`src/rtl/dna_port_ctrl.sv`:
```
// Device DNA readout controller.
// It drives the READ and SHIFT pins of a DNA_PORT-style primitive and collects
// the serial ID, MSB first, into a right-aligned 96-bit register.
module dna_port_ctrl #(
  parameter string FAMILY     = "7Series", // "7Series" -> 57-bit DNA, otherwise 96-bit
  parameter int    CLK_DIV    = 1,         // primitive shift rate divider, 1..255
  parameter int    AUTO_START = 1          // 1: start one read right after reset release
) (
  input  logic        s_axil_clk,
  input  logic        s_axil_rst,
  input  logic        start,
  output logic        busy,
  output logic        done,
  output logic        dna_valid,
  output logic [95:0] dna_value,
  output logic [6:0]  dna_len,
  output logic        dna_read,
  output logic        dna_shift,
  input  logic        dna_dout
);

  localparam int         BITS     = (FAMILY == "7Series") ? 57 : 96;
  localparam logic [7:0] DIV_LAST = 8'(CLK_DIV - 1);
  localparam logic [6:0] CNT_LAST = 7'(BITS - 1);

  typedef enum logic [1:0] {
    IDLE,
    LOAD,
    SHIFT
  } state_t;

  state_t          state;
  state_t          state_next;
  logic [7:0]      prescaler;
  logic [6:0]      bit_cnt;
  // The final bit is taken straight from dna_dout on the last tick, so the
  // shift register only ever needs to hold BITS-1 earlier bits.
  logic [BITS-2:0] shreg;
  logic            auto_pend;
  logic            tick;
  logic            accept;
  logic            last_bit;

  assign dna_len  = 7'(BITS);
  assign tick     = (state != IDLE) && (prescaler == DIV_LAST);
  assign accept   = (state == IDLE) && (start || auto_pend);
  assign last_bit = (bit_cnt == CNT_LAST);

  // State register.
  always_ff @(posedge s_axil_clk or posedge s_axil_rst) begin
    // NOTE: sequential state is updated with non-blocking assignments so every
    // register samples the pre-edge values, independent of block ordering.
    if (s_axil_rst) begin
      state <= IDLE;
    end else begin
      state <= state_next;
    end
  end

  // Next-state logic and the primitive strobes decoded from state and tick.
  always_comb begin
    // NOTE: every output of this block is given a default first, so no path
    // through the case statement can leave a value held (no latch).
    state_next = state;
    dna_read   = 1'b0;
    dna_shift  = 1'b0;
    case (state)
      IDLE: begin
        if (start || auto_pend) state_next = LOAD;
      end
      LOAD: begin
        dna_read = tick;
        if (tick) state_next = SHIFT;
      end
      SHIFT: begin
        dna_shift = tick;
        if (tick && last_bit) state_next = IDLE;
      end
      default: state_next = IDLE;
    endcase
  end

  // Prescaler, bit capture, and the registered status outputs.
  always_ff @(posedge s_axil_clk or posedge s_axil_rst) begin
    if (s_axil_rst) begin
      // NOTE: the wide capture register is reset as well, because dna_value
      // must read zero from the moment reset is asserted.
      prescaler <= '0;
      bit_cnt   <= '0;
      shreg     <= '0;
      auto_pend <= (AUTO_START != 0);
      busy      <= 1'b0;
      done      <= 1'b0;
      dna_valid <= 1'b0;
      dna_value <= '0;
    end else begin
      done <= 1'b0;
      busy <= (state_next != IDLE);

      // Divider runs only while a read is in flight and wraps on each tick.
      if (state == IDLE || tick) begin
        prescaler <= '0;
      end else begin
        prescaler <= prescaler + 8'd1;
      end

      // A new read invalidates the old result but leaves it visible.
      if (accept) begin
        auto_pend <= 1'b0;
        dna_valid <= 1'b0;
        bit_cnt   <= '0;
        shreg     <= '0;
      end

      if (state == SHIFT && tick) begin
        shreg   <= {shreg[BITS-3:0], dna_dout};
        bit_cnt <= bit_cnt + 7'd1;
        if (last_bit) begin
          dna_value <= 96'({shreg, dna_dout});
          dna_valid <= 1'b1;
          done      <= 1'b1;
        end
      end
    end
  end

endmodule

```
`config.mk`:
```
export PLATFORM = sky130hd
export DESIGN_NAME = dna_port_ctrl
export DESIGN_NICKNAME = d
export VERILOG_FILES = /design/src/rtl/dna_port_ctrl.sv
export SDC_FILE = /design/constraint.sdc
export NUM_CORES = 1
export LEC_CHECK = 0
export ABC_AREA = 1
export BUFFER_PORTS_ARGS = -buffer_cell sky130_fd_sc_hd__buf_4
export CAP_MARGIN = 5
export CORE_ASPECT_RATIO = 0.5
export CORE_MARGIN = 10
export CORE_UTILIZATION = 60
export DETAILED_ROUTE_END_ITERATION = 10
export GPL_TIMING_DRIVEN = 1
export PLACE_DENSITY = 0.95
export SLEW_MARGIN = 15
export SYNTH_ARGS = -nofsm -noshare
export SYNTH_HDL_FRONTEND = slang
export SYNTH_SLANG_ARGS = --single-unit
```
`constraint.sdc`:
```
create_clock -name s_axil_clk -period 7.25 [get_ports s_axil_clk]
set_clock_uncertainty 0.15 [all_clocks]
set_input_delay 0.725 -clock s_axil_clk [delete_from_list [all_inputs] [get_ports s_axil_clk]]
set_output_delay 0.725 -clock s_axil_clk [all_outputs]
set_load 0.01 [all_outputs]
```
# After elaboration in Yosys (flattened, before gate mapping)
# Index checks and enable logic that the tools add are counted.
[classes] reduce_logical=12 mux=16 n_eq_ne=3 addsub=2
[op_table] cell="$mux W56" count=2
[op_table] cell="$mux W7" count=2
[op_table] cell="$add A8 B1 Y8 const B" count=1
[op_table] cell="$logic_not A8 Y1" count=1
[op_table] cell="$mux W8" count=1
[op_table] cell="$add A7 B1 Y7 const B" count=1
[op_table] cell="$eq A7 B6 Y1 const B" count=1
[op_table] cell="$mux W1" count=7
[op_table] cell="$mux W2" count=3
[op_table] cell="$pmux W2 S3" count=1
[op_table] cell="$reduce_bool A2 Y1" count=3
[op_table] cell="$logic_and A1 B1 Y1" count=4
[op_table] cell="$eq A2 B1 Y1 const B" count=1
[op_table] cell="$eq A2 B2 Y1 const B" count=1
[op_table] cell="$logic_not A2 Y1" count=1
[op_table] cell="$logic_or A1 B1 Y1" count=2
[op_table] cell="$reduce_and A2 Y1" count=1
[totals] register_bits=134 word_cells=42

# Longest topological paths before layout
# Gate-level depths: netlist of run 1.
[depth] ltp_word=6 depth_mapped=10 ltp_nobuf=8

# Worst setup path before layout of run 1
# No wires, ideal clock.
[synth_path] kind="flip-flop to output port" start="reg prescaler[0]" end="out dna_shift" stages_incl_launch_ff=9 setup_slack_ns=5.134 t_required_ns=6.375 t_arrival_ns=1.241 path_cell_list="dfrtp_1 > inv_1 > ha_1 > nand2_1 > nor2_1 > buf_4 > nand2_4 > clkinv_4 > buf_6"
[synth_via] elab_chain_len=3
[synth_rtl] element="start: declaration" line="34" rtl="logic [7:0] prescaler;"
[synth_rtl] element="start signal: assignment" line="104" rtl="prescaler <= prescaler + 8'd1;"
[synth_rtl] element="$logic_not A8 Y1" line="45" rtl="assign tick = (state != IDLE) && (prescaler == DIV_LAST);"
[synth_rtl] element="$logic_and A1 B1 Y1" line="45"
[synth_rtl] element="$mux W1" line="67" rtl="case (state)"
[synth_rtl] element="end: declaration" line="18" rtl="output logic dna_shift,"
# Every way passes these cells.

# Worst setup path in the final report of run 1
[layout_path] start="reg state[1]" end="out dna_shift"
[layout_via] elab_chain_len=3
[layout_rtl] element="start: declaration" line="32" rtl="state_t state;"
[layout_rtl] element="start signal: assignment" line="56" rtl="state <= state_next;"
[layout_rtl] element="$reduce_bool A2 Y1" line="45"
[layout_rtl] element="$logic_and A1 B1 Y1" line="45"
[layout_rtl] element="$mux W1 *" line="67"
# Every way passes the cells marked *; elsewhere a longest branch is shown, timed or not.

==> impl_results.md, run 1 <==
- Die Ht: 90.58 µm
- Fmax: 262.0 MHz
- Critical Path End Type: output pin
- Peak VDD IR: 0.2252 mV
- Mux cell area share after synthesis: 0%
- Area of the multi-input gates: 2160 µm²
- RSZ-0062 raised after global routing: no
- Largest family of logic cells by synthesized area: simple AND/OR/NAND/NOR gates
- Flop pwr share: 42.6%
- Yosys warns: 0
- Largest net degree at the start of global routing: 76
- Final nets: 726
- Switch Pwr: 0.7085 mW
- Clock transition at path regs: 0.06 ns
- Syn_area_per_cell: 8.855 µm²
- Max Cap Viol: 0
- Internal power: 1.431 mW
- DRT antenna net count: 0
- Initial antenna violation count: 0
- Via Count: 5175
- Max Fanout on Critical Path: 64
- TritonCTS clock tree: yes
- Hold buffers post-CTS: 0
- First-pass GRT wire length: 26160 µm
- #FFs+latches synth: 134
- CP most frequent cell: buf_4
- Largest delay share family, worst path: buffers and inverters
- Register area: 3354 µm²
- CTS root buf: clkbuf_16
- Combinational fraction of design power: 18.9%
- Yosys top cell area share: 55.68%
- Slew headroom: 39.21%
- Most frequent cells in the layout: nand2_1 (256), dfrtp_1 (133), buf_4 (70)
- Synth unique cells: 25
- Worst hold path type: in2async
- Starting Density: 62.44%
- Most common cell after layout, fill and taps aside: nand2_1
- Layout cells sized above 1: 14.40%
- Setup_tns: 0 ns
- Status: finished clean
- CTS HTree Levels: 4
- I/O pin count: 112
- Simple-Gate Fraction of Synth Area: 30.75%
- # setup viols final: 0
- DR pass1 iterations: 6
- Max-slew violations: 0
- Number of clock sinks: 134
- Complex-gate fraction of the synthesized area: 0.4605%
- Worst setup SP type: register
- Leakage: 3.853 nW
- Vias per inst: 5.990
- Crit path time final: 3.816 ns
- Synth area leader: dfrtp_1
- Critical path required time: 6.38 ns
- Gr ovfl total: 0
- Final HPWL DP: 8330 µm
- Die Area: 14600 µm²
- # DRC: 0
- Vias in the first global route: 4981
- Adder-cell share of the synthesized area: 0.8373%
- Crit path kind: reg2out
- Ant. Diodes: 0
- Clock power share: 38.5%
- Sw Ratio: 33.12%
- Worst EP arrival: 2.94 ns
- Crit-path cells: inv_1 -> nor2_4 -> buf_4 -> nand2_4 -> clkinv_4 -> buf_4
- Clock buffer depth: 2
- Final hold vios: 0
- Power density over cell area: 312.5 nW/µm²
- Crit share post-route: 52.64%
- Slowest CP cell: buf_4
- Routed wire length: 15990 µm
- Sequential area share after synthesis: 56.12%
- Max incr delay on CP: 0.57 ns
- CTS buffer count: 17
- Fill count: 580
- Post-cts repair resize count: 0
- Row cnt: 25
- Mapped Cells: 675
- Xor-xnor portion of the synthesized cell area: 0.5861%
- Buffer and inverter count on the worst path: 4
- Post-Syn Area: 5977 µm²
- Core ar.: 9572 µm²
- GRT Util Overall: 21.83%
- Synth area leaders: dfrtp_1 (56%), nand2_1 (16%), nand4_1 (6.5%), buf_4 (6.4%), nand3_1 (5.8%)
- Layout area overhead: 14.55%
- Per-cell routed wire length: 18.50 µm
- Placer Congestion: 0.7525
- Clock latency on the worst-skew pair: 0.42 ns
- 1st-iter DRT viols: 907
- IO Port Bufs: 65
- Worst slack, placed: 4.078 ns
- Slew @ Worst Pin: 0.9118 ns
- Final WS setup: 3.434 ns
- Chip width: 161.2 µm
- Setup Fix Bufs, Post-CTS: 0
-- flip-flops by register name, summed over array words and instances, names as in the netlist --
name       cells
auto_pend      1
bit_cnt        7
busy           1
dna_valid      1
dna_value     57
done           1
prescaler      8
shreg         56
state          2
-- power by group through the flow --
stage | sequential (mW) | combinational (mW) | clock [mW]
3_3_place_gp | 0.902 | 0.348 | 0
4_1_cts | 0.904 | 0.383 | 0.823
2_1_floorplan | 0.892 | 0.335 | 0
6_report | 0.911 | 0.403 | 0.825
3_5_place_dp | 0.908 | 0.362 | 0
5_1_grt | 0.917 | 0.438 | 0.859
-- stage by stage --
step	util [%]	area [µm²]	cells	hold slack [ns]	total power, mW
5_1_grt	71.53	6847	864	0.3380	2.213
6_report	71.53	6847	864	0.2886	2.139
3_3_place_gp	65.57	6276	834	0.3011	1.250
3_5_place_dp	65.57	6276	834	0.3112	1.271
2_1_floorplan	-	6142	719	0.2718	1.227
4_1_cts	71.45	6839	864	0.3009	2.111
-- per-layer routing --
layer | track usage [%] | wire, µm
met5 | 0 | 0
met4 | 10.62 | 749
met3 | 6.733 | 1779
met2 | 35.17 | 7480
met1 | 26.20 | 5976
-- final timing paths --
check                                                from                         to  slack, ns  depth (start not counted)
worst min-delay path                           s_axil_rst  dna_value[50]$_DFFE_PP0P_       0.29                          2
min in group s_axil_clk         dna_value[10]$_DFFE_PP0P_  dna_value[10]$_DFFE_PP0P_       0.32                          2
max in group asynchronous                      s_axil_rst      shreg[32]$_DFFE_PP0P_       5.29                          3
worst max-delay path                   state[1]$_DFF_PP0_                  dna_shift       3.43                          6
worst min register to register  dna_value[10]$_DFFE_PP0P_  dna_value[10]$_DFFE_PP0P_       0.32                          2
worst max register to register     prescaler[0]$_DFF_PP0_  dna_value[30]$_DFFE_PP0P_       4.35                          8
-- Yosys cell counts --
master / number
xnor2_1: 1
nand2_1: 256
clkbuf_1: 15
xor2_1: 3
nor2_2: 2
nand3_1: 69
buf_4: 51
dfstp_2: 1
nand3_2: 1
o21ai_0: 3
a21oi_1: 1
buf_2: 14
clkinv_4: 1
o21bai_1: 1
conb_1: 2
dfrtp_1: 133
nor3_1: 4
nand2_4: 1
buf_1: 4
inv_1: 17
nor2_1: 22
nor3b_1: 1
ha_1: 4
buf_6: 6
nand4_1: 62
-- area by class of cell --
class	count	share of cell area [%]
sequential	134	48.99
multi-input combinational	477	31.54
timing repair buffer	70	7.675
clock buffer	27	7.639
tap	135	2.467
inverter	18	1.096
clock inverter	3	0.5848
-- cell families (layout without fill, tap and decap cells) --
| kind of cell | after synthesis | count (layout) |
|---|---|---|
| AO/OA/AOI/OAI | 5 | 5 |
| adder cells (fa/ha/maj) | 4 | 4 |
| buffers and inverters | 108 | 118 |
| other | 2 | 46 |
| AND/OR/NAND/NOR | 418 | 418 |
| XOR/XNOR | 4 | 4 |
| flip-flops | 134 | 134 |
-- worst register-to-register path, delay by kind of cell, from the launching register on --
family / cells / cell delay, ns
adders and majority gates: 1 / 0.14
and+or+nand+nor: 5 / 1.38
DFF: 1 / 0.42
buffers and inverters: 2 / 0.69
(Power assumes the default switching activity.)
==> inputs of run 2 (changes only) <==
--- a/config.mk
+++ b/config.mk
@@ -10,10 +10,10 @@
 export CAP_MARGIN = 5
 export CORE_ASPECT_RATIO = 0.5
 export CORE_MARGIN = 10
-export CORE_UTILIZATION = 60
+export CORE_UTILIZATION = 55
 export DETAILED_ROUTE_END_ITERATION = 10
 export GPL_TIMING_DRIVEN = 1
-export PLACE_DENSITY = 0.95
+export PLACE_DENSITY = 0.91
 export SLEW_MARGIN = 15
 export SYNTH_ARGS = -nofsm -noshare
 export SYNTH_HDL_FRONTEND = slang
==> constraint.sdc (replaced) <==
create_clock -name s_axil_clk -period 3.8 [get_ports s_axil_clk]
set_clock_uncertainty 0.15 [all_clocks]
set_input_delay 0.38 -clock s_axil_clk [delete_from_list [all_inputs] [get_ports s_axil_clk]]
set_output_delay 0.38 -clock s_axil_clk [all_outputs]
set_load 0.01 [all_outputs]
==> impl_results.md, run 2 (same netlist as run 1, synthesis figures left out) <==
- Status: finished with violations
- Failing checks: negative hold slack
- Routed wire length: 13430 µm (-16%)
- Slowest CP cell: clkinv_4
- Initial antenna violation count: 0 (unchanged)
- Per-cell routed wire length: 15.44 µm (-17%)
- Die Ht: 93.72 µm (+3.5%)
- Clock buffer depth: 2 (unchanged)
- DR pass1 iterations: 6 (unchanged)
- 1st-iter DRT viols: 510 (-44%)
- Hold buffers post-CTS: 0 (unchanged)
- Setup_tns: 0 ns (unchanged)
- Largest register by flop count: dna_value
- Row cnt: 26 (+4.0%)
- Chip width: 167.4 µm (+3.9%)
- Crit path time final: 3.127 ns
- Slew @ Worst Pin: 0.8810 ns (-0.03078 ns)
- Layout cells sized above 1: 14.93% (+0.53 points)
- Critical Path End Type: output pin
- Die Area: 15690 µm² (+7.5%)
- Max reg flops: 57 (unchanged)
- IO Port Bufs: 65 (unchanged)
- Power density over cell area: 577.1 nW/µm² (+85%)
- Ant. Diodes: 0 (unchanged)
- Final nets: 727 (+0.14%)
- Placer Congestion: 0.7177 (-4.6%)
- Gr ovfl total: 0 (unchanged)
- # DRC: 0 (unchanged)
- Clock latency on the worst-skew pair: 0.42 ns (about the same)
- Max incr delay on CP: 0.54 ns (-0.03 ns)
- Max Fanout on Critical Path: 64 (unchanged)
- Crit-path cells: inv_1 -> ha_1 -> nand2_1 -> nor2_4 -> nand2_4 -> clkinv_4 -> buf_4
- Via Count: 4682 (-9.5%)
- Peak VDD IR: 0.3518 mV (+56%)
- Starting Density: 57.42% (-5.0 points)
- Crit share post-route: 82.30%
- Crit path kind: reg2out
- Worst hold path type: in2async
- Fmax: 319.7 MHz
- CTS HTree Levels: 4 (unchanged)
- CTS root buf: clkbuf_16
- Setup Fix Bufs, Post-CTS: 0 (unchanged)
- CTS buffer count: 17 (unchanged)
- Largest net degree at the start of global routing: 135 (+78%)
- TritonCTS clock tree: yes
- Registers with the most flip-flops: dna_value (57), shreg (56), prescaler (8)
- Final hold vios: 8 (+8)
- Clock transition at path regs: 0.06 ns (about the same)
- RSZ-0062 raised after global routing: no
- DRT antenna net count: 0 (unchanged)
- Vias in the first global route: 4632 (-7.0%)
- Worst setup SP type: register
- Layout area overhead: 14.65% (about the same)
- Vias per inst: 5.382 (-10%)
- Number of clock sinks: 134 (unchanged)
- Most frequent cells in the layout: nand2_1 (256), dfrtp_1 (133), buf_4 (70)
- Max-slew violations: 0 (unchanged)
- # setup viols final: 0 (unchanged)
- I/O pin count: 112 (unchanged)
- GRT Util Overall: 17.46% (-4.4 points)
- Most common cell after layout, fill and taps aside: nand2_1
- Final HPWL DP: 7957 µm (-4.5%)
- Leakage: 3.848 nW (-0.13%)
- Fin Hold WS: -0.005519 ns (-0.2941 ns)
- Worst EP arrival: 2.60 ns (-0.34 ns)
- Post-cts repair resize count: 0 (unchanged)
- Core ar.: 10410 µm² (+8.8%)
- First-pass GRT wire length: 22640 µm (-13%)
- Max Cap Viol: 0 (unchanged)
- Critical path required time: 3.27 ns (-3.11 ns)
- Slew headroom: 41.04% (+1.8 points)
[run 2: path summary, 6_finish.rpt]
check / startpoint / cells past startpoint / to / slack (ns)
worst max-delay path: prescaler[0]$_DFF_PP0_ / 7 / dna_shift / 0.67
worst min register to register: auto_pend$_DFFE_PP1P_ / 2 / auto_pend$_DFFE_PP1P_ / 0.31
min in group s_axil_clk: dna_dout / 3 / shreg[0]$_DFFE_PP0P_ / 0.03
worst max register to register: prescaler[0]$_DFF_PP0_ / 9 / dna_value[52]$_DFFE_PP0P_ / 1.04
max in group asynchronous: s_axil_rst / 3 / dna_value[19]$_DFFE_PP0P_ / 2.97
worst min-delay path: s_axil_rst / 3 / shreg[50]$_DFFE_PP0P_ / -0.006
[run 2: area by class of cell]
class / instances / area (µm²)
fill: 758 / 3557
sequential: 134 / 3354
timing repair buffer: 71 / 545.5
clock buffer: 21 / 470.5
clock inverter: 9 / 78.83
multi-input combinational: 477 / 2152
inverter: 18 / 76.32
tap: 140 / 175.2
[run 2: report_power, final]
group          total (mW)  switching, mW  internal [mW]
clock                1.52          0.585          0.937
combinational       0.714          0.556          0.157
sequential           1.72          0.141           1.58
total                3.95           1.28           2.67
[run 2: worst max-delay path, delay by kind of cell (launching register included)]
family / cells / cell delay (ns)
AND/OR/NAND/NOR: 3 / 0.64
adder cells (fa/ha/maj): 1 / 0.19
buffers and inverters: 3 / 0.92
flip-flops: 1 / 0.40
[run 2: per-stage QoR]
stage | setup WS (ns) | utilization, % | cell area [µm²] | total power, mW | instances
floorplan | 1.606 | - | 6146 | 2.341 | 719
global placement | 1.199 | 60.55 | 6304 | 2.392 | 840
CTS | 0.7017 | 65.83 | 6853 | 3.962 | 870
detailed placement | 1.113 | 60.55 | 6304 | 2.427 | 840
global route | 0.5020 | 65.83 | 6853 | 4.155 | 870
finish | 0.6725 | 65.83 | 6853 | 3.955 | 870
[run 2: metal layers]
layer  GRT usage [%]  wire (µm)
met3           7.519       1086
met5               0          0
met2           28.47       6338
met1           20.47       5700
met4           6.124        308
